--- config.mk ---
export PLATFORM = sky130hd
export DESIGN_NAME = radio_audio_averager
export DESIGN_NICKNAME = d
export VERILOG_FILES = /design/src/rtl/radio_pkg.sv /design/src/rtl/stream_holding_reg.sv /design/src/rtl/radio_audio_averager.sv
export SDC_FILE = /design/constraint.sdc
export NUM_CORES = 1
export LEC_CHECK = 0
export ABC_AREA = 1
export BUFFER_PORTS_ARGS = -buffer_cell sky130_fd_sc_hd__buf_2
export CAP_MARGIN = 20
export CORE_AREA = 2 2 139 141
export DETAILED_ROUTE_END_ITERATION = 8
export DIE_AREA = 0 0 141 143
export HOLD_SLACK_MARGIN = 0.12
export PLACE_DENSITY = 0.62
export SLEW_MARGIN = 40
export SYNTH_ARGS = -nofsm -noshare
export SYNTH_HDL_FRONTEND = slang
export SYNTH_SLANG_ARGS = --single-unit
export TNS_END_PERCENT = 10
--- constraint.sdc ---
create_clock -name clk -period 5.8 [get_ports clk]
set_clock_uncertainty 0.05 [all_clocks]
set_input_delay 1.45 -clock clk [delete_from_list [all_inputs] [get_ports clk]]
set_output_delay 1.45 -clock clk [all_outputs]
set_load 0.005 [all_outputs]
--- src/rtl/radio_pkg.sv ---
// Shared constants and sign-extension helpers for the radio audio input path.
package radio_pkg;

    localparam int unsigned SAMPLE_WIDTH = 16;
    localparam int unsigned MAX_LOG2     = 15;
    localparam int unsigned DEFAULT_LOG2 = 0;
    localparam int unsigned ACC_WIDTH    = SAMPLE_WIDTH + MAX_LOG2;
    localparam int unsigned WORD_WIDTH   = 32;
    localparam int unsigned LOG2_WIDTH   = $clog2(MAX_LOG2 + 1);
    localparam int unsigned COUNT_WIDTH  = MAX_LOG2;

    function automatic logic [ACC_WIDTH-1:0] sext_sample(input logic [SAMPLE_WIDTH-1:0] s);
        return ACC_WIDTH'($signed(s));
    endfunction

    // The shifted average always fits in SAMPLE_WIDTH, so extending the full accumulator is exact.
    function automatic logic [WORD_WIDTH-1:0] sext_acc(input logic [ACC_WIDTH-1:0] a);
        return WORD_WIDTH'($signed(a));
    endfunction

endpackage

--- src/rtl/stream_holding_reg.sv ---
// Single-entry stb/ack output buffer; a load arriving while full and not draining is dropped and flagged.
module stream_holding_reg #(
    parameter int unsigned WIDTH = 32
) (
    input  logic             clk,
    input  logic             rst_n,
    input  logic             load_i,
    input  logic [WIDTH-1:0] data_i,
    output logic [WIDTH-1:0] data_o,
    output logic             stb_o,
    input  logic             ack_i,
    output logic             overflow_o
);

    logic [WIDTH-1:0] data_q, data_d;
    logic             stb_q, stb_d;
    logic             ovf_q, ovf_d;
    logic             drain_c;

    always_comb begin
        data_d  = data_q;
        stb_d   = stb_q;
        ovf_d   = ovf_q;
        drain_c = stb_q && ack_i;
        if (load_i && (!stb_q || drain_c)) begin
            data_d = data_i;
            stb_d  = 1'b1;
        end else begin
            if (drain_c) begin
                stb_d = 1'b0;
            end
            if (load_i) begin
                ovf_d = 1'b1;
            end
        end
    end

    always_ff @(posedge clk or negedge rst_n) begin
        if (!rst_n) begin
            data_q <= '0;
            stb_q  <= 1'b0;
            ovf_q  <= 1'b0;
        end else begin
            data_q <= data_d;
            stb_q  <= stb_d;
            ovf_q  <= ovf_d;
        end
    end

    assign data_o     = data_q;
    assign stb_o      = stb_q;
    assign overflow_o = ovf_q;

endmodule

--- src/rtl/radio_audio_averager.sv ---
// Averages blocks of 2^L signed radio samples and streams each average as a 32-bit word.
module radio_audio_averager
    import radio_pkg::*;
(
    input  logic                    clk,
    input  logic                    rst,
    input  logic [SAMPLE_WIDTH-1:0] input_sample,
    input  logic                    input_sample_valid,
    input  logic [WORD_WIDTH-1:0]   input_average_samples,
    input  logic                    input_average_samples_stb,
    output logic                    input_average_samples_ack,
    output logic [WORD_WIDTH-1:0]   output_audio,
    output logic                    output_audio_stb,
    input  logic                    output_audio_ack,
    output logic                    overflow
);

    logic [ACC_WIDTH-1:0]   acc_q, acc_d;
    logic [COUNT_WIDTH-1:0] count_q, count_d;
    logic [LOG2_WIDTH-1:0]  log2_q, log2_d;
    logic                   cfg_ack_q, cfg_ack_d;

    logic                   cfg_xfer_c;
    logic                   block_done_c;
    logic [ACC_WIDTH-1:0]   sum_c;
    logic [COUNT_WIDTH-1:0] last_count_c;
    logic [WORD_WIDTH-1:0]  result_c;

    // Config handshake, accumulation and block completion; a config transfer pre-empts a sample.
    always_comb begin
        acc_d        = acc_q;
        count_d      = count_q;
        log2_d       = log2_q;
        block_done_c = 1'b0;
        cfg_xfer_c   = input_average_samples_stb && cfg_ack_q;
        cfg_ack_d    = input_average_samples_stb && !cfg_ack_q;
        sum_c        = acc_q + sext_sample(input_sample);
        last_count_c = (COUNT_WIDTH'(1) << log2_q) - COUNT_WIDTH'(1);
        result_c     = sext_acc(ACC_WIDTH'($signed(sum_c) >>> log2_q));

        if (cfg_xfer_c) begin
            acc_d   = '0;
            count_d = '0;
            log2_d  = (input_average_samples > WORD_WIDTH'(MAX_LOG2))
                      ? LOG2_WIDTH'(MAX_LOG2)
                      : input_average_samples[LOG2_WIDTH-1:0];
        end else if (input_sample_valid) begin
            if (count_q == last_count_c) begin
                block_done_c = 1'b1;
                acc_d        = '0;
                count_d      = '0;
            end else begin
                acc_d   = sum_c;
                count_d = count_q + COUNT_WIDTH'(1);
            end
        end
    end

    always_ff @(posedge clk or negedge rst) begin
        if (!rst) begin
            acc_q     <= '0;
            count_q   <= '0;
            log2_q    <= LOG2_WIDTH'(DEFAULT_LOG2);
            cfg_ack_q <= 1'b0;
        end else begin
            acc_q     <= acc_d;
            count_q   <= count_d;
            log2_q    <= log2_d;
            cfg_ack_q <= cfg_ack_d;
        end
    end

    assign input_average_samples_ack = cfg_ack_q;

    stream_holding_reg #(
        .WIDTH (WORD_WIDTH)
    ) u_out_buf (
        .clk        (clk),
        .rst_n      (rst),
        .load_i     (block_done_c),
        .data_i     (result_c),
        .data_o     (output_audio),
        .stb_o      (output_audio_stb),
        .ack_i      (output_audio_ack),
        .overflow_o (overflow)
    );

endmodule

==> flow_summary_export.csv, run 1 <==
group,metric,value,unit
global_routing,use_met1,28.3,%
hold_path,worstHoldEndpoint,"input_average_samples_ack",
sta,tns,0,ns
hold_path,hold_path_depth,1,
clocking,cts_setup_buffers,0,
routing,vias_per_cell,5.25,
worst_setup_path,worstSetupPathType,"flop to flop",
worst_setup_path,arrival,4.07,ns
yosys,yosys_warnings,0,
clocking,cts.repair.resized,0,
global_routing,grt_use_met2,40.1,%
power_and_ir_drop,p_per_area,406,nW/um^2
yosys,synth_edf_count,0,
die,core-area,18600,sq um
yosys,syn_nets,1240,
place,dpl.cell_count,1445,
routing,drc,0,
outcome,run_status,"complete, no violations",
clocking,htree_levels,3,
clocking,cts_tree,"built",
yosys,post_synth_num_cell_types,47,
sta,finalCriticalPeriod,3.83,ns
routing,ant_nets,0,
die,die_h,143,microns
die,fp.dieArea,20200,sq um
sta,max_freq,261,MHz
global_routing,grt_pass1_wl,36500,microns
worst_setup_path,endpoint_kind,"flop",
place,numPortBuffers,87,
yosys,ys.flop_type,"dfrtp_1",
clocking,cts_sinks,84,
finish,final_cells,1461,
global_routing,grt_pass1_vias,7510,
worst_setup_path,required,6.03,ns
clocking,clk_path_buf_depth,2,
worst_setup_path,cp-start-kind,"flop",
clocking,cts_buffers,9,
routing,drt_pass1_iterations,5,
die,start_util,39.6,%
worst_setup_path,critPathMaxStageDelay,0.67,ns
finish,fin_util,44.6,%
routing,vias,7667,
sta,worstMarginPinSlew,0.762,ns
place,pre_cts_ws,1.85,ns
clocking,clk_latency,0.35,ns
global_routing,grt_use_met3,3.12,%
sta,hold_ws,0.407,ns
worst_setup_path,rr_startpoint,"log2_q[3]",
hold_path,min_path_type,"flop to flop",
finish,synthToLayoutAreaGrowth,12.5,%
routing,wl,22200,microns
clocking,cts_root_buf,"clkbuf_16",
worst_setup_path,crit_family,"simple AND/OR/NAND/NOR gates",
hold_path,min_from,"input_average_samples_ack",
finish,diodes,0,
worst_setup_path,crit_chain,"nor2_2, nand2_1, ha_1, nand2_2, xor2_1, inv_1, nand2_1, nand4_2, nor2_4, nand4_4, nor2_4, nand3_1, nand3_1",
global_routing,top_usage_layer,"met2",
place,gp_congestion,0.956,
clocking,cts-hold-fix-buffers,0,
clocking,clkTransAtPathRegs,0.06,ns
power_and_ir_drop,p_leak,0.00451,uW
sta,rsz0062_at_grt,"false",
yosys,synthesis.area,7360,sq um
global_routing,track_usage,22.9,%
die,rows,50,
power_and_ir_drop,max-vdd-ir-drop,0.182,mV
global_routing,overflow,0,
sta,fin_crit_sh,66.1,%
yosys,synth_seq_cells,84,
die,pin_count,88,
finish,nNetsFinal,1308,
sta,relSlewSlack,49.1,%
routing,drt_iter0_markers,512,
global_routing,antenna_found_initial,0,
worst_setup_path,crit_fanout,25,
yosys,syn_avg_cell_area,6.38,sq um
sta,final-max-slew-violation-count,0,
run,drv_cap,0,
worst_setup_path,cp_slowest_cell,"nor2_2",
sta,hold_viol_final,0,
worst_setup_path,critPathBufInv,1,
finish,drive_above_1_share,11.9,%
die,die_w,141,microns
global_routing,grt_max_degree,50,
worst_setup_path,r2r_cells,13,
yosys,seq_area_frac_synth,28.6,%
place,dpl.hpwl,17400,microns
sta,setup_violations,0,
yosys,synthArstFlopShare,100,%
routing,post_drt_wl_per_cell,15.2,microns
yosys,synthCells,1154,
worst_setup_path,r2r_end,"u_out_buf.data_o[9]",
worst_setup_path,r2r_slack,1.97,ns
sta,setup_ws,1.97,ns
## final cells by class
cell class | instances | area (sq um)
sequential | 84 | 2100
clock inverter | 4 | 72.6
fill | 1937 | 10300
timing repair buffer | 92 | 475
multi-input combinational | 888 | 4540
inverter | 147 | 552
tap | 234 | 293
clock buffer | 12 | 246
## placed cells by master (no fill, tap or decap), types with 22 or more instances in the layout
| master | instances |
|---|---|
| nor2_1 | 74 |
| inv_1 | 140 |
| xor2_1 | 22 |
| o21ai_0 | 36 |
| ha_1 | 32 |
| a21oi_1 | 46 |
| nand3_1 | 182 |
| buf_2 | 86 |
| dfrtp_1 | 83 |
| nand2_1 | 368 |
## synth_stat cells, drive strengths merged, types with 9 or more instances
| cell type | instances | share of area [%] |
|---|---|---|
| or2 | 22 | 1.9 |
| o21ai | 41 | 2.8 |
| o211ai | 9 | 0.92 |
| dfrtp | 84 | 29 |
| nor2 | 82 | 4.8 |
| xnor2 | 9 | 1.1 |
| clkbuf | 16 | 0.82 |
| ha | 32 | 5.4 |
| inv | 146 | 7.4 |
| xor2 | 22 | 2.6 |
| a32o | 9 | 1.2 |
| buf | 19 | 1.5 |
| a21oi | 48 | 3.4 |
| nand3 | 183 | 13 |
| nand2 | 373 | 19 |
## worst max path at each step
stage | start | to | cells after the start
final | log2_q[3] | u_out_buf.data_o[9] | 13
after global routing | log2_q[3] | u_out_buf.data_o[9] | 13
after CTS | log2_q[2] | u_out_buf.data_o[10] | 13
after detailed placement | input_sample[0] | u_out_buf.data_o[8] | 17
after global placement | input_sample[0] | u_out_buf.data_o[4] | 15
after floorplan | input_sample[0] | u_out_buf.data_o[0] | 16
## registers in the layout, indices dropped and copies added, names as in the netlist
signal,count
acc_q,31
u_out_buf.data_o,31
log2_q,4
input_average_samples_ack,1
u_out_buf.overflow_o,1
count_q,15
u_out_buf.stb_o,1
## routing by layer
layer / vias up / share of wire (%)
met5: - / 0
met4: 0 / 3.9
met3: 53 / 4.6
met2: 210 / 48
met1: 3506 / 44
li1: 3898 / -
## where the power goes
part	switching, uW	total (uW)	internal (uW)
logic	1320	1960	643
registers	75.5	770	694
clock network	242	631	389
total	1630	3360	1730
## metrics by stage
| stage | power (uW) | cell area [sq um] |
|---|---|---|
| floorplan | 2200 | 7360 |
| global placement | 2700 | 7960 |
| detailed placement | 2720 | 7960 |
| CTS | 3370 | 8280 |
| global route | 3690 | 8280 |
| finish | 3360 | 8280 |
## logic make-up after synthesis
logic type	share of synthesized area, %
compound gates	11.2
xor+xnor	3.69
fa+ha+maj	5.71
buf+inv	9.86
flops	28.6
simple gates	41.0
## worst register-to-register path, stage by stage, from the launching register on
cell and delay, ns:
dfrtp_1 0.62, nor2_2 0.68, nand2_1 0.19, ha_1 0.30, nand2_2 0.15, xor2_1 0.20
inv_1 0.06, nand2_1 0.08, nand4_2 0.13, nor2_4 0.16, nand4_4 0.38, nor2_4 0.48
nand3_1 0.19, nand3_1 0.10
Note: power is estimated with default switching activity, not from simulation.
==> run 2: changes to the inputs <==
- PLACE_DENSITY: 0.62 -> 0.64
- clock period: 5.8 -> 3.16 ns (I/O delays scaled with it)
==> run 2 against run 1 <==
- combinational power up 91%
- clock power is 76% higher
- hold slack lost 0.017 ns
- non-clock buffer count rose by 25
- wire length is 1.2% higher
- setup slack worse by 1.7 ns
- final area increased by 2.4%
==> flow_summary_export.csv, run 2 (same netlist as run 1, synthesis figures left out) <==
group,metric,value,unit
finish,final_area,8480,sq um
worst_setup_path,arrival,3.07,ns
sta,finalCriticalPeriod,2.84,ns
worst_setup_path,crit_fanout,4,
die,die_w,141,microns
place,gp_congestion,0.909,
sta,hold_viol_final,0,
routing,drt_iter0_markers,494,
routing,drc,0,
finish,register_area,2100,sq um
worst_setup_path,r2r_end,"acc_q[22]",
clocking,cts_root_buf,"clkbuf_16",
sta,max_freq,352,MHz
finish,drive_above_1_share,13.7,%
power_and_ir_drop,p_per_area,739,nW/um^2
place,place_area,8150,sq um
worst_setup_path,cp-start-kind,"primary input",
global_routing,grt_pass1_vias,7489,
place,numPortBuffers,87,
outcome,run_status,"complete, no violations",
finish,n_fill_cell,1965,
sta,fin_crit_sh,90.0,%
worst_setup_path,r2r_cells,12,
sta,final-max-slew-violation-count,0,
power_and_ir_drop,power,6260,uW
finish,synthToLayoutAreaGrowth,15.1,%
finish,multi_input_area,4540,sq um
worst_setup_path,worstSetupPathType,"primary input to flop",
global_routing,overflow,0,
routing,vias,7732,
run,drv_cap,0,
clocking,cts_sinks,84,
clocking,clk_latency,0.36,ns
worst_setup_path,required,3.39,ns
finish,fin_util,45.6,%
die,start_util,39.6,%
clocking,cts_tree,"built",
die,core-area,18600,sq um
finish,final_cells,1486,
worst_setup_path,endpoint_kind,"flop",
clocking,cts.repair.resized,0,
routing,drt_pass1_iterations,7,
finish,layout_commonest_cell,"nand2_1",
finish,final_cell_mix,"nand2_1, nand3_1, inv_1",
power_and_ir_drop,max-vdd-ir-drop,0.322,mV
clocking,cts_buffers,9,
sta,rsz0062_at_grt,"false",
worst_setup_path,crit_path_frequent_cell,"nand2_1",
routing,post_drt_wl_per_cell,15.1,microns
routing,wl,22500,microns
die,die_h,143,microns
worst_setup_path,crit_start,"input_sample[0]",
die,fp.dieArea,20200,sq um
worst_setup_path,r2r_slack,0.38,ns
global_routing,grt_max_degree,45,
place,dpl.hpwl,17800,microns
worst_setup_path,cp_slowest_cell,"fa_1",
hold_path,min_path_type,"primary input to asynchronous set/reset pin",
die,rows,50,
worst_setup_path,critPathMaxStageDelay,0.44,ns
sta,setup_violations,0,
clocking,clk_path_buf_depth,2,
worst_setup_path,crit_chain,"buf_2, ha_1, fa_1, nand3_1, nand3_1, nand2_1, nand2_1, nand2_1, nand2_1, xnor2_1, o21ai_0, nand2_1, nand3_1, nand3_1, a21oi_1",
finish,diodes,0,
global_routing,antenna_found_initial,0,
clocking,clkTransAtPathRegs,0.06,ns
sta,relSlewSlack,59.5,%
sta,worstMarginPinSlew,0.608,ns
die,pin_count,88,
sta,hold_ws,0.391,ns
routing,vias_per_cell,5.20,
finish,nNetsFinal,1333,
clocking,htree_levels,3,
clocking,cts-hold-fix-buffers,0,
worst_setup_path,rr_startpoint,"log2_q[3]",
place,dpl.cell_count,1469,
routing,ant_nets,0,
global_routing,track_usage,23.3,%
power_and_ir_drop,p_leak,0.00463,uW
global_routing,grt_pass1_wl,37100,microns
[run 2: changes by cell type in the layout (fill, tap and decap cells not counted), sizes merged]
| cell | before | now |
|---|---|---|
| clkinv | 2 | 3 |
| buf | 92 | 117 |
| bufinv | 2 | 1 |
[run 2: how the worst max path moves through the flow]
stage,to,slack (ns),depth (start not counted)
after global placement,u_out_buf.data_o[0],0.02,17
final,u_out_buf.data_o[7],0.32,15
after detailed placement,u_out_buf.data_o[0],-0.01,17
after floorplan,u_out_buf.data_o[0],0.32,16
after CTS,u_out_buf.data_o[7],0.33,14
after global routing,u_out_buf.data_o[25],0.001,15
[run 2: layer usage]
layer  track usage (%)  routed length (microns)  vias to the layer above
li1                  -                        -                     3944
met1              28.6                     9410                     3517
met2              41.5                    11100                      230
met3              3.62                     1310                       41
met4              8.37                      701                        0
met5                 0                        0                        -
[run 2: power breakdown]
part	internal [uW]	switching (uW)	total [uW]	leakage (uW)
registers	1270	136	1410	0.00110
logic	1290	2450	3740	0.00338
clock network	654	460	1110	0.000149
[run 2: layout make-up]
type	count	share of cell area [%]
tap	234	3.45
multi-input combinational	888	53.5
sequential	84	24.8
clock inverter	4	0.561
clock buffer	12	3.03
inverter	147	6.51
timing repair buffer	117	8.12
[run 2: critical path, delay by kind of cell]
kind                       cells  cell delay [ns]
and+or+nand+nor                9             0.92
buffers and inverters          1             0.10
adders and majority gates      2             0.66
xor gates and xnor gates       1             0.17
AOI/OAI and AO/OA              2             0.43
[run 2: per-stage QoR]
step                setup TNS, ns  worst slack (ns)
global route                    0           0.00106
finish                          0             0.316
detailed placement        -0.0442           -0.0130
global placement                0            0.0183
CTS                             0             0.327
floorplan                       0             0.319
[run 2: what timing repair did]
action | CTS | global route
setup buffers | 0 | 1
hold endpoints to repair | 0 | 0
setup endpoints to repair | 0 | 1
==> run 3: changes to the inputs <==
==> constraint.sdc (replaced) <==
create_clock -name clk -period 3.16 [get_ports clk]
set_clock_uncertainty 0.05 [all_clocks]
set_input_delay 0.316 -clock clk [delete_from_list [all_inputs] [get_ports clk]]
set_output_delay 0.316 -clock clk [all_outputs]
set_load 0.005 [all_outputs]
==> run 3 against run 2 <==
- hold slack lost 0.17 ns
- count of clock-buffer cells in the layout shrank 3
- sequential share of layout area grew 0.11 points
- via count is essentially flat
- sequential cell count is the same
- highest routed layer unchanged
==> flow_summary_export.csv, run 3 (same netlist as run 1, synthesis figures left out) <==
group,metric,value,unit
clocking,cts_setup_buffers,0,
finish,final_area,8440,sq um
finish,final_cell_mix,"nand2_1, nand3_1, inv_1",
sta,final-max-slew-violation-count,0,
worst_setup_path,r2r_cells,16,
finish,nNetsFinal,1323,
power_and_ir_drop,p_per_area,747,nW/um^2
global_routing,track_usage,22.7,%
sta,fin_crit_sh,88.0,%
worst_setup_path,worstSetupPathType,"flop to flop",
worst_setup_path,r2r_end,"u_out_buf.data_o[0]",
finish,diodes,0,
place,gp_congestion,0.961,
clocking,clk_latency,0.36,ns
clocking,clk_path_buf_depth,2,
sta,tns,0,ns
routing,vias,7736,
worst_setup_path,rr_startpoint,"acc_q[0]",
sta,worstMarginPinSlew,0.602,ns
routing,wl,22300,microns
global_routing,antenna_found_initial,0,
hold_path,min_from,"input_average_samples[3]",
finish,drive_above_1_share,12.9,%
routing,drt_pass1_iterations,5,
worst_setup_path,endpoint_kind,"flop",
finish,n_fill_cell,1926,
sta,rsz0062_at_grt,"false",
hold_path,min_path_type,"primary input to flop",
clocking,cts_sinks,84,
die,core-area,18600,sq um
power_and_ir_drop,p_leak,0.00459,uW
worst_setup_path,required,3.35,ns
clocking,cts_tree,"built",
worst_setup_path,cp-start-kind,"flop",
finish,synthToLayoutAreaGrowth,14.6,%
finish,layout_commonest_cell,"nand2_1",
power_and_ir_drop,max-vdd-ir-drop,0.318,mV
worst_setup_path,arrival,2.97,ns
die,fp.dieArea,20200,sq um
sta,hold_viol_final,0,
power_and_ir_drop,swShare,48.4,%
hold_path,hold_path_depth,3,
worst_setup_path,r2r_slack,0.38,ns
die,pin_count,88,
global_routing,grt_max_degree,45,
global_routing,grt_pass1_wl,36500,microns
place,dpl.hpwl,17400,microns
worst_setup_path,crit_fanout,4,
finish,fin_util,45.4,%
die,start_util,39.6,%
power_and_ir_drop,internal_power,3250,uW
sta,finalCriticalPeriod,2.78,ns
clocking,cts_buffers,9,
sta,relSlewSlack,59.9,%
die,die_w,141,microns
routing,post_drt_wl_per_cell,15.1,microns
die,rows,50,
power_and_ir_drop,clkPwrFrac,20.1,%
outcome,run_status,"complete, no violations",
power_and_ir_drop,p_sw,3050,uW
routing,drc,0,
sta,max_freq,360,MHz
routing,ant_nets,0,
place,place_area,8070,sq um
global_routing,overflow,0,
clocking,cts_root_buf,"clkbuf_16",
clocking,clkTransAtPathRegs,0.07,ns
global_routing,grt_pass1_vias,7441,
routing,drt_iter0_markers,592,
power_and_ir_drop,pwr-share-seq,22.6,%
hold_path,worstHoldEndpoint,"log2_q[3]",
clocking,htree_levels,3,
routing,vias_per_cell,5.24,
power_and_ir_drop,pwr-share-comb,57.3,%
die,die_h,143,microns
sta,setup_violations,0,
run,drv_cap,0,
place,numPortBuffers,87,
## run 3: cell count changes in the layout (fill, tap and decap cells not counted), moves of 2 or more
cell	previous run	this run
buf_4	29	18
bufinv_16	1	3
clkbuf_8	2	0
clkinv_2	2	0
dlygate4sd3_1	0	2
## run 3: metrics by stage
step                hold WS (ns)  std cells  worst slack [ns]  power (uW)
global route               0.237       1476             0.130        6870
global placement           0.314       1458             0.367        5000
floorplan                -0.0296       1154             0.568        4040
finish                     0.223       1476             0.380        6300
CTS                        0.210       1476             0.398        6300
detailed placement         0.316       1458             0.370        5010
## run 3: worst max-delay path by stage
stage                          from             endpoint  slack, ns  cells after the start
finish                     acc_q[0]  u_out_buf.data_o[0]       0.38                     16
global route               acc_q[0]  u_out_buf.data_o[0]       0.13                     16
CTS                        acc_q[0]  u_out_buf.data_o[0]       0.40                     16
detailed placement  input_sample[0]  u_out_buf.data_o[0]       0.37                     17
global placement    input_sample[0]  u_out_buf.data_o[6]       0.37                     15
floorplan                 log2_q[1]          count_q[13]       0.57                     17
## run 3: worst max-delay path: stages, from the launching register on
cell and delay [ns]:
dfrtp_1 0.38, ha_1 0.24, fa_1 0.46, nand3_1 0.10, nand3_1 0.14, nand3_1 0.11
nand3_1 0.16, or2_2 0.33, and2_1 0.16, nand2_1 0.07, nand2_1 0.06, nand2_1 0.09
nand2_1 0.06, nand2_1 0.05, nand2_1 0.07, nand2_1 0.06, nand3_1 0.07
## run 3: final cells by class
cell class | count | area, sq um | area share, %
clock buffers | 9 | 225 | 2.67
clock inverters | 7 | 123 | 1.45
inverters | 147 | 552 | 6.54
multi-input cells | 888 | 4540 | 53.8
flip-flops and latches | 84 | 2100 | 24.9
well taps | 234 | 293 | 3.47
repair buffers | 107 | 606 | 7.18
## run 3: timing repair
item	4_1_cts	5_1_grt
gates resized for setup	0	0
hold buffers	2	0
endpoints found under the hold margin	41	0
## run 3: layer usage
layer	vias to the layer above	part of all wire [%]	GRT usage, %
li1	3931	-	-
met1	3508	44	28.6
met2	241	48	39.3
met3	56	5.2	3.49
met4	0	3.6	9.21
met5	-	0	0
## run 3: power groups by stage
stage          registers (uW)  logic (uW)  clock network, uW
2_1_floorplan            1390        2650                  0
3_3_place_gp             1430        3560                  0
3_5_place_dp             1440        3570                  0
4_1_cts                  1420        3590               1290
5_1_grt                  1450        4090               1330
6_report                 1420        3610               1270
